[src/rtl/ps2_rx_ctrl_if.sv]
// -----------------------------------------------------------------------------
// ps2_rx_ctrl_if
//
// Byte delivery bus between the PS/2 receive frame controller and the
// keyboard decode logic.
//
// Signals:
//   rx_data    [7:0]  received byte, stable while rx_valid is high
//   rx_valid          byte available, held until accepted
//   rx_ready          consumer accepts the byte when rx_valid && rx_ready
//   frame_err         one-cycle pulse on parity, stop or timeout error
//   overrun           one-cycle pulse when a good frame is dropped
//   busy              receiver is inside a frame
//
// Modports:
//   master  - the frame controller (drives data/status, reads rx_ready)
//   slave   - the consumer (reads data/status, drives rx_ready)
// -----------------------------------------------------------------------------
interface ps2_rx_ctrl_if;
   logic [7:0] rx_data;
   logic       rx_valid;
   logic       rx_ready;
   logic       frame_err;
   logic       overrun;
   logic       busy;

   modport master (
      output rx_data,
      output rx_valid,
      output frame_err,
      output overrun,
      output busy,
      input  rx_ready
   );

   modport slave (
      input  rx_data,
      input  rx_valid,
      input  frame_err,
      input  overrun,
      input  busy,
      output rx_ready
   );
endinterface

[src/rtl/ps2_rx_ctrl.sv]
// -----------------------------------------------------------------------------
// ps2_rx_ctrl
//
// Receive-side frame controller for a PS/2 device. The raw PS/2 clock and
// data lines are brought into the clk domain through flip-flop
// synchronizers, falling edges of the PS/2 clock are turned into a
// single-cycle strobe, and an FSM captures the 11-bit frame
// (start, 8 data bits LSB first, odd parity, stop). Good bytes are handed to
// the consumer over a valid/ready handshake; bad frames and dropped frames
// are reported with one-cycle pulses. A partial frame is abandoned when no
// PS/2 clock edge arrives for TIMEOUT_CYCLES clk cycles.
//
// Parameters:
//   TIMEOUT_CYCLES  clk cycles without a PS/2 falling edge before a partial
//                   frame is aborted (16..65535)
//   SYNC_STAGES     depth of each input synchronizer (>= 2)
//
// Ports:
//   clk        system clock, all logic on the rising edge
//   rst_n      synchronous, active-low reset
//   ps2_clk    raw PS/2 clock line (asynchronous)
//   ps2_data   raw PS/2 data line (asynchronous)
//   bus        delivery bus (master side): rx_data, rx_valid, rx_ready,
//              frame_err, overrun, busy
// -----------------------------------------------------------------------------
module ps2_rx_ctrl #(
   parameter int TIMEOUT_CYCLES = 5000,
   parameter int SYNC_STAGES    = 2
) (
   input  logic                 clk,
   input  logic                 rst_n,
   input  logic                 ps2_clk,
   input  logic                 ps2_data,
   ps2_rx_ctrl_if.master        bus
);

   typedef enum logic [1:0] {
      IDLE   = 2'd0,
      DATA   = 2'd1,
      PARITY = 2'd2,
      STOP   = 2'd3
   } state_t;

   // Terminal count of the inactivity counter.
   localparam logic [15:0] TO_LAST = 16'(TIMEOUT_CYCLES - 1);

   // --------------------------------------------------------------------------
   // Input synchronizers and falling-edge detection
   // --------------------------------------------------------------------------
   logic [SYNC_STAGES-1:0] clk_sync_reg;
   logic [SYNC_STAGES-1:0] data_sync_reg;
   logic                   clk_prev_reg;

   // The lines enter at bit 0 and leave at the MSB. Everything presets to 1,
   // the idle bus level, so leaving reset can never fake a falling edge.
   always_ff @(posedge clk) begin
      if (!rst_n) begin
         clk_sync_reg  <= '1;
         data_sync_reg <= '1;
         clk_prev_reg  <= 1'b1;
      end else begin
         clk_sync_reg  <= {clk_sync_reg[SYNC_STAGES-2:0], ps2_clk};
         data_sync_reg <= {data_sync_reg[SYNC_STAGES-2:0], ps2_data};
         clk_prev_reg  <= clk_sync_reg[SYNC_STAGES-1];
      end
   end

   logic ps2_clk_s;
   logic ps2_bit_s;
   logic strb;

   assign ps2_clk_s = clk_sync_reg[SYNC_STAGES-1];
   assign ps2_bit_s = data_sync_reg[SYNC_STAGES-1];
   // High for exactly one cycle per PS/2 falling edge; the device guarantees
   // data is stable around its falling clock edge, so ps2_bit_s is sampled
   // in this same cycle. Both lines go through equal-depth synchronizers.
   assign strb      = clk_prev_reg & ~ps2_clk_s;

   // --------------------------------------------------------------------------
   // Frame FSM, timeout and delivery
   // --------------------------------------------------------------------------
   state_t      state_reg;
   logic [2:0]  bit_cnt_reg;
   logic [7:0]  shreg_reg;
   logic        parity_reg;
   logic [15:0] to_cnt_reg;
   logic [7:0]  rx_data_reg;
   logic        rx_valid_reg;
   logic        frame_err_reg;
   logic        overrun_reg;
   logic        busy_reg;

   // Evaluated in the stop-bit strobe cycle: stop must be 1 and the eight
   // data bits plus the parity bit must hold an odd number of ones.
   logic frame_good;
   assign frame_good = ps2_bit_s & (^{shreg_reg, parity_reg});

   always_ff @(posedge clk) begin
      if (!rst_n) begin
         state_reg     <= IDLE;
         bit_cnt_reg   <= 3'd0;
         shreg_reg     <= 8'h00;
         parity_reg    <= 1'b0;
         to_cnt_reg    <= 16'd0;
         rx_data_reg   <= 8'h00;
         rx_valid_reg  <= 1'b0;
         frame_err_reg <= 1'b0;
         overrun_reg   <= 1'b0;
         busy_reg      <= 1'b0;
      end else begin
         // Status pulses last a single cycle.
         frame_err_reg <= 1'b0;
         overrun_reg   <= 1'b0;

         // Consumer takes the held byte. A delivery in the same cycle
         // below overrides this and keeps rx_valid high.
         if (rx_valid_reg && bus.rx_ready) begin
            rx_valid_reg <= 1'b0;
         end

         case (state_reg)
            IDLE: begin
               to_cnt_reg <= 16'd0;
               // A falling edge with data high is a line glitch, not a
               // start bit; it is silently ignored.
               if (strb && !ps2_bit_s) begin
                  state_reg   <= DATA;
                  bit_cnt_reg <= 3'd0;
                  busy_reg    <= 1'b1;
               end
            end

            DATA, PARITY, STOP: begin
               if (strb) begin
                  // A real edge always beats the timeout terminal count.
                  to_cnt_reg <= 16'd0;
                  case (state_reg)
                     DATA: begin
                        shreg_reg   <= {ps2_bit_s, shreg_reg[7:1]};
                        bit_cnt_reg <= bit_cnt_reg + 3'd1;
                        if (bit_cnt_reg == 3'd7) begin
                           state_reg <= PARITY;
                        end
                     end
                     PARITY: begin
                        parity_reg <= ps2_bit_s;
                        state_reg  <= STOP;
                     end
                     default: begin
                        state_reg <= IDLE;
                        busy_reg  <= 1'b0;
                        if (frame_good) begin
                           // Load when the holding register is empty or is
                           // being emptied in this very cycle; otherwise
                           // the new byte is lost and reported.
                           if (!rx_valid_reg || bus.rx_ready) begin
                              rx_data_reg  <= shreg_reg;
                              rx_valid_reg <= 1'b1;
                           end else begin
                              overrun_reg <= 1'b1;
                           end
                        end else begin
                           frame_err_reg <= 1'b1;
                        end
                     end
                  endcase
               end else if (to_cnt_reg == TO_LAST) begin
                  // Device stopped clocking mid-frame: abandon it.
                  state_reg     <= IDLE;
                  busy_reg      <= 1'b0;
                  frame_err_reg <= 1'b1;
                  to_cnt_reg    <= 16'd0;
               end else begin
                  to_cnt_reg <= to_cnt_reg + 16'd1;
               end
            end

            default: begin
               state_reg <= IDLE;
               busy_reg  <= 1'b0;
            end
         endcase
      end
   end

   assign bus.rx_data   = rx_data_reg;
   assign bus.rx_valid  = rx_valid_reg;
   assign bus.frame_err = frame_err_reg;
   assign bus.overrun   = overrun_reg;
   assign bus.busy      = busy_reg;

endmodule

[src/flat_wrapper.sv]
// flat-port wrapper written by rule: the top's interface ports become plain ports
module ps2_rx_ctrl_flat 
#(
   parameter int TIMEOUT_CYCLES = 5000,
   parameter int SYNC_STAGES    = 2
)
  (clk, rst_n, ps2_clk, ps2_data, bus_rx_data, bus_rx_valid, bus_frame_err, bus_overrun, bus_busy, bus_rx_ready);
  ps2_rx_ctrl_if bus_i ();
  input  logic clk;
  input  logic rst_n;
  input  logic ps2_clk;
  input  logic ps2_data;
  output wire logic [$bits(bus_i.rx_data)-1:0] bus_rx_data;
  output wire logic [$bits(bus_i.rx_valid)-1:0] bus_rx_valid;
  output wire logic [$bits(bus_i.frame_err)-1:0] bus_frame_err;
  output wire logic [$bits(bus_i.overrun)-1:0] bus_overrun;
  output wire logic [$bits(bus_i.busy)-1:0] bus_busy;
  input wire logic [$bits(bus_i.rx_ready)-1:0] bus_rx_ready;
  assign bus_rx_data = bus_i.rx_data;
  assign bus_rx_valid = bus_i.rx_valid;
  assign bus_frame_err = bus_i.frame_err;
  assign bus_overrun = bus_i.overrun;
  assign bus_busy = bus_i.busy;
  assign bus_i.rx_ready = bus_rx_ready;
  ps2_rx_ctrl #(.TIMEOUT_CYCLES(TIMEOUT_CYCLES), .SYNC_STAGES(SYNC_STAGES)) u_core (.clk(clk), .rst_n(rst_n), .ps2_clk(ps2_clk), .ps2_data(ps2_data), .bus(bus_i));
endmodule
[config.mk]
export PLATFORM = sky130hd
export DESIGN_NAME = ps2_rx_ctrl_flat
export DESIGN_NICKNAME = d
export VERILOG_FILES = /design/src/rtl/ps2_rx_ctrl_if.sv /design/src/rtl/ps2_rx_ctrl.sv /design/src/flat_wrapper.sv
export SDC_FILE = /design/constraint.sdc
export NUM_CORES = 1
export LEC_CHECK = 0
export BUFFER_PORTS_ARGS = -buffer_cell sky130_fd_sc_hd__buf_2
export CAP_MARGIN = 30
export CORE_MARGIN = 10
export CORE_UTILIZATION = 60
export CTS_BUF_LIST = sky130_fd_sc_hd__clkbuf_2
export DETAILED_ROUTE_END_ITERATION = 10
export GPL_TIMING_DRIVEN = 0
export HOLD_SLACK_MARGIN = 0.05
export PLACE_DENSITY = 0.79
export REMOVE_ABC_BUFFERS = 1
export SETUP_SLACK_MARGIN = 0.1
export SYNTH_ARGS = -nofsm -noshare
export SYNTH_HDL_FRONTEND = slang
export SYNTH_SLANG_ARGS = --single-unit
[constraint.sdc]
create_clock -name clk -period 2.5 [get_ports clk]
set_input_delay 0.375 -clock clk [delete_from_list [all_inputs] [get_ports clk]]
set_output_delay 0.375 -clock clk [all_outputs]
set_load 0.05 [all_outputs]
**Word-level counts from Yosys, hierarchy flattened**

Cells that the tools add are included.

- Register bits after elaboration: 47
- Bits in latches: 0
- Bits in writable memories: 0
- ROM bits: 0
- Input bits: 5
- Output and inout port bits: 12
- Word-level logic and storage cells: 80
- Memories: 0

- $add $sub $neg: 2
- Multiply operators: 0
- Div/mod/pow operators: 0
- $lt $le $gt $ge: 0
- Equal/unequal tests: 11
- Shift-type cells: 0
- Mux-type cells: 29
- Bitwise gates (word level): 8
- Reduce and logical (&&, ||, !) cells: 17

Operator list:

| cell | count |
|---|---|
| 16-bit 2-to-1 mux | 2 |
| 16-bit one-hot mux with 2 select lines | 1 |
| 16-bit by 1-bit adder with 16-bit output (second input constant) | 1 |
| 16-bit by 13-bit equality test with 1-bit output (second input constant) | 1 |
| 1-bit 2-to-1 mux | 15 |
| 3-bit AND reduction | 5 |
| 3-bit 2-to-1 mux | 3 |
| 9-bit XOR reduction | 1 |
| 2-bit 2-to-1 mux | 4 |
| 2-bit one-hot mux with 2 select lines | 2 |
| 2-bit by 1-bit inequality test with 1-bit output (second input constant) | 3 |
| 1-bit NOT | 6 |
| 3-bit one-hot mux with 2 select lines | 1 |
| 6-bit OR reduction | 1 |
| 5-bit AND reduction | 1 |
| 2-bit equality test (second input constant) | 2 |
| 4-bit inequality test (second input constant) | 1 |
| 3-bit by 1-bit adder with 3-bit output (second input constant) | 1 |
| 3-bit equality test (second input constant) | 1 |
| 3-bit by 1-bit inequality test with 1-bit output (second input constant) | 1 |
| 3-bit inequality test (second input constant) | 1 |
| 3-bit OR reduction | 1 |
| 1-bit AND | 2 |
| 2-bit by 1-bit equality test with 1-bit output (second input constant) | 1 |
| other kinds (7) | 9 |

**Longest topological paths before layout**

- Depth in word-level cells: 7
- Gate-level depth with buffers: 8
- Mapped depth without buffers: 7

**Least setup slack after synthesis**

OpenSTA, ideal clock, no wires.

- Kind: register -> register
- Start point: register u_core.state_reg[0]
- End point: register u_core.to_cnt_reg[10]
- Setup time: 0.064 ns
- Arrival time: 1.679 ns
- Required time: 2.436 ns
- Path slack: 0.757 ns
- Cell stages (with the launch flop): 9
- Path buffers: 2
- Period minus slack after synthesis: 1.743 ns
- Cells stage by stage: dfxtp_1 > inv_1 > ha_1 > inv_1 > nand2_1 > or3_1 > clkbuf_1 > buf_2 > nor2_1

- Cells in the longest elaborated chain, start to end: 3
- Elaborated cells between the ends (all ways): 6
- Those cells by class: 3 x eq/ne; 1 x mux; 2 x reduce/logical

RTL lines:

| element | RTL line | RTL |
|---|---|---|
| from (decl) | ps2_rx_ctrl.sv:82 | `state_t state_reg;` |
| from (signal assigned) | ps2_rx_ctrl.sv:100 | `state_reg <= IDLE;` |
| from (signal assigned) | ps2_rx_ctrl.sv:127 | `state_reg <= DATA;` |
| from (signal assigned) | ps2_rx_ctrl.sv:142 | `state_reg <= PARITY;` |
| 2-bit by 1-bit equality test with 1-bit output / 2-bit equality test (equally long branches) | ps2_rx_ctrl.sv:121 | `case (state_reg)` |
| 3-bit OR reduction | ps2_rx_ctrl.sv:121 |  |
| 16-bit one-hot mux with 2 select lines (*) | ps2_rx_ctrl.sv:121 |  |
| to (signal assigned) | ps2_rx_ctrl.sv:174 | `to_cnt_reg <= to_cnt_reg + 16'd1;` |
| to (decl) | ps2_rx_ctrl.sv:86 | `logic [15:0] to_cnt_reg;` |

Mark *: on every way between the ends. The rest lies on a longest branch, timed or not.
A chain may end at the register's enable or synchronous reset.

**Worst setup path in the final report**

- Start point: register u_core.shreg_reg[1]
- End point: register u_core.rx_data_reg[3] (netlist: u_core.bus.rx_data[3])

- Cells in the longest elaborated chain, start to end: 3

RTL lines:

| element | RTL line | RTL |
|---|---|---|
| from (decl) | ps2_rx_ctrl.sv:84 | `logic [7:0] shreg_reg;` |
| from (signal assigned) | ps2_rx_ctrl.sv:139 | `shreg_reg <= {ps2_bit_s, shreg_reg[7:1]};` |
| 9-bit XOR reduction | ps2_rx_ctrl.sv:96 | `assign frame_good = ps2_bit_s & (^{shreg_reg, parity_reg});` |
| 1-bit AND | ps2_rx_ctrl.sv:96 |  |
| 5-bit AND reduction (no source line) | - |  |
| to (signal assigned) | ps2_rx_ctrl.sv:157 | `rx_data_reg <= shreg_reg;` |
| to (decl) | ps2_rx_ctrl.sv:87 | `logic [7:0] rx_data_reg;` |

No other way between the ends.

==> qor.yml <==
status: "finished clean"
startpoint_type: "register"
ant_nets: 0
area_delta_synth_final_pct: 7.71
yosysTopAreaCell: "dfxtp_1"
start_util: 0.618
relSlewSlack: 0.439
synthTopCellsByArea: "dfxtp_1, mux2i_1, nand2_1"
cap_violations: 0
ys_async_sr_fraction: 0
die-width_microns: 78.4
io_buffer_count: 16
coreArea_sq_um: 3310
dp_hpwl_microns: 2510
wl_met3_microns: 125
crit_path_end_kind: "register"
antenna_found_initial: 0
ys_warn_count: 0
r2r-start: "u_core.shreg_reg[1]$_SDFFE_PN0P_"
yosys.cell_types.count: 35
via_per_inst: 5.24
yosysMostFrequentCell: "dfxtp_1"
postCtsSetupBuffers: 0
whs_path_depth: 2
antenna_cells_inserted: 0
final_cell_area_sq_um: 2200
critPathTopFamily: "XOR/XNOR gates"
gp_congestion: 0.829
nFillCells: 309
hold_slack_ps: 124
ys_top_cells_by_count: "dfxtp_1, nand2_1, nor2_1"
cp.required_ps: 2860
min_from: "ps2_data"
postPlaceCellArea_sq_um: 2140
cp_num_cells: 5
synth-edff-count: 0
p_per_area_nw_per_um2: 539
grt_pass1_vias: 1381
cp-startpoint: "u_core.shreg_reg[1]$_SDFFE_PN0P_"
largest_reg_flops: 16
cts_resized: 0
io_pins: 17
grt-ovfl-total: 0
tightest_slew_ps: 840
cts_root_buffer: "clkbuf_2"
rsz0062_at_grt: "false"
multi_input_area_sq_um: 1040
leakagePower_nw: 0.852
final_nets: 251
dr_total_vias: 1492
synth_top_area_share: 0.460
drcViolationCount: 0
hp-class: "primary input to register"
num_rows: 21
ir_drop_v: 0.000377
met1_length_microns: 1860
hold_viol: 0
cts.path.max_buffers: 2
final-setup-viol-count: 0
grt_max_degree: 24
crit_type: "register to register"
grt_pass1_wl_microns: 6140
crit_path_cell_trace: "xnor2_1, xnor3_1, xnor2_1, and2b_1, mux2i_1"
routedWlPerCell_microns: 12.6
cts_buffers: 5
slew_violations: 0
first_pass_iters: 4
timing.final.crit_period_ps: 2050
max_freq_mhz: 487
critPathSlowestCell: "dfxtp_1"
grt.total_usage: 0.120
tritoncts: "done"
syn_inst: 224
path_clk_slew_ps: 220
path_max_fanout: 8
timing.setup.tns_ps: 0
cts.sinks: 47
wl_microns: 3600
post-route-period-util: 0.821
maxUsedRoutingLayer: "met4"
reg2regPathDepth: 5
ys_ff_latch: 47
fp.dieArea_sq_um: 6140
synth.cell_area_sq_um: 2050
drive_gt1_frac: 0.100
skew_ps: 10.4
ff_latch_area_sq_um: 941
crit_path_max_incr_delay_ps: 460
hold_buffers: 0
ys.flop_type: "dfxtp_1"
crit_arrival_ps: 2410
route.met2.wl_microns: 1580
critPathBufInv: 0
drt_iter0_drc: 86
h-tree-depth: 2
clk-insertion-delay-late_ps: 400
die_y_microns: 78.4
syn_avg_cell_area_sq_um: 9.13
fin_util: 0.666
synth_seq_area_share: 0.460
critPathMostFrequentCell: "xnor2_1"
finalPower_mw: 1.19
[worst register-to-register path: cells and delay by family, from the launching register on]
kind | cells | cell delay [ps]
multiplexers | 1 | 250
AND/OR/NAND/NOR | 1 | 460
flip-flops | 1 | 460
XOR/XNOR | 3 | 830
[logic make-up (layout without fill, tap and decap cells)]
kind of cell,count (synthesis),after routing,synth area share
AOI/OAI and AO/OA,16,16,0.0489
and+or+nand+nor,101,101,0.231
muxes,16,16,0.0783
buffers and inverters,15,30,0.0324
xor gates and xnor gates,21,21,0.100
DFF,47,47,0.460
adders and majority gates,8,8,0.0489
[where the power goes]
group	switching [mW]	total [mW]	internal, mW	leakage, nW
clock	0.227	0.392	0.164	0.0404
combinational	0.0250	0.0356	0.0106	0.432
sequential	0.00358	0.760	0.756	0.380
total	0.256	1.19	0.931	0.852
[cells in the final DEF (no fill, tap or decap), types with 2 or more instances in the layout]
master and n:
nand2_1 36, o21ai_0 3, inv_1 6, nor4_1 2, mux2i_1 16, nor3_1 2, dfxtp_1 47, and4_1 2
clkbuf_2 5, a21oi_1 6, ha_1 8, xor2_1 8, nand2b_1 10, nand3_1 6, nand4_1 7, buf_2 16
nor2_1 29, xnor2_1 11
[final timing paths]
kind,to,slack (ps)
worst min-delay path,u_core.data_sync_reg[0]$_SDFF_PN1_,120
worst max-delay path,u_core.bus.rx_data[3]$_SDFFE_PN0P_,450
worst min register to register,u_core.clk_sync_reg[1]$_SDFF_PN1_,440
worst max register to register,u_core.bus.rx_data[3]$_SDFFE_PN0P_,450
[layer usage]
layer | vias to the layer above | global-route usage
met3 | 6 | 0.0364
li1 | 778 | -
met1 | 683 | 0.161
met2 | 25 | 0.178
met5 | - | 0
met4 | 0 | 0.0376
[per-stage QoR]
step                      cells  worst slack [ps]
final                       285               448
after global routing        285               258
after CTS                   285               460
after detailed placement    277               506
after global placement      277               534
after floorplan             215               760
[area by class of cell]
type,count,share of cell area
Clock buffer,5,0.0114
Clock inverter,3,0.0176
Inverter,6,0.0102
Multi-Input combinational cell,162,0.471
Sequential cell,47,0.427
Tap cell,46,0.0261
Timing Repair Buffer,16,0.0363
Note: power is estimated with default switching activity, not from simulation.
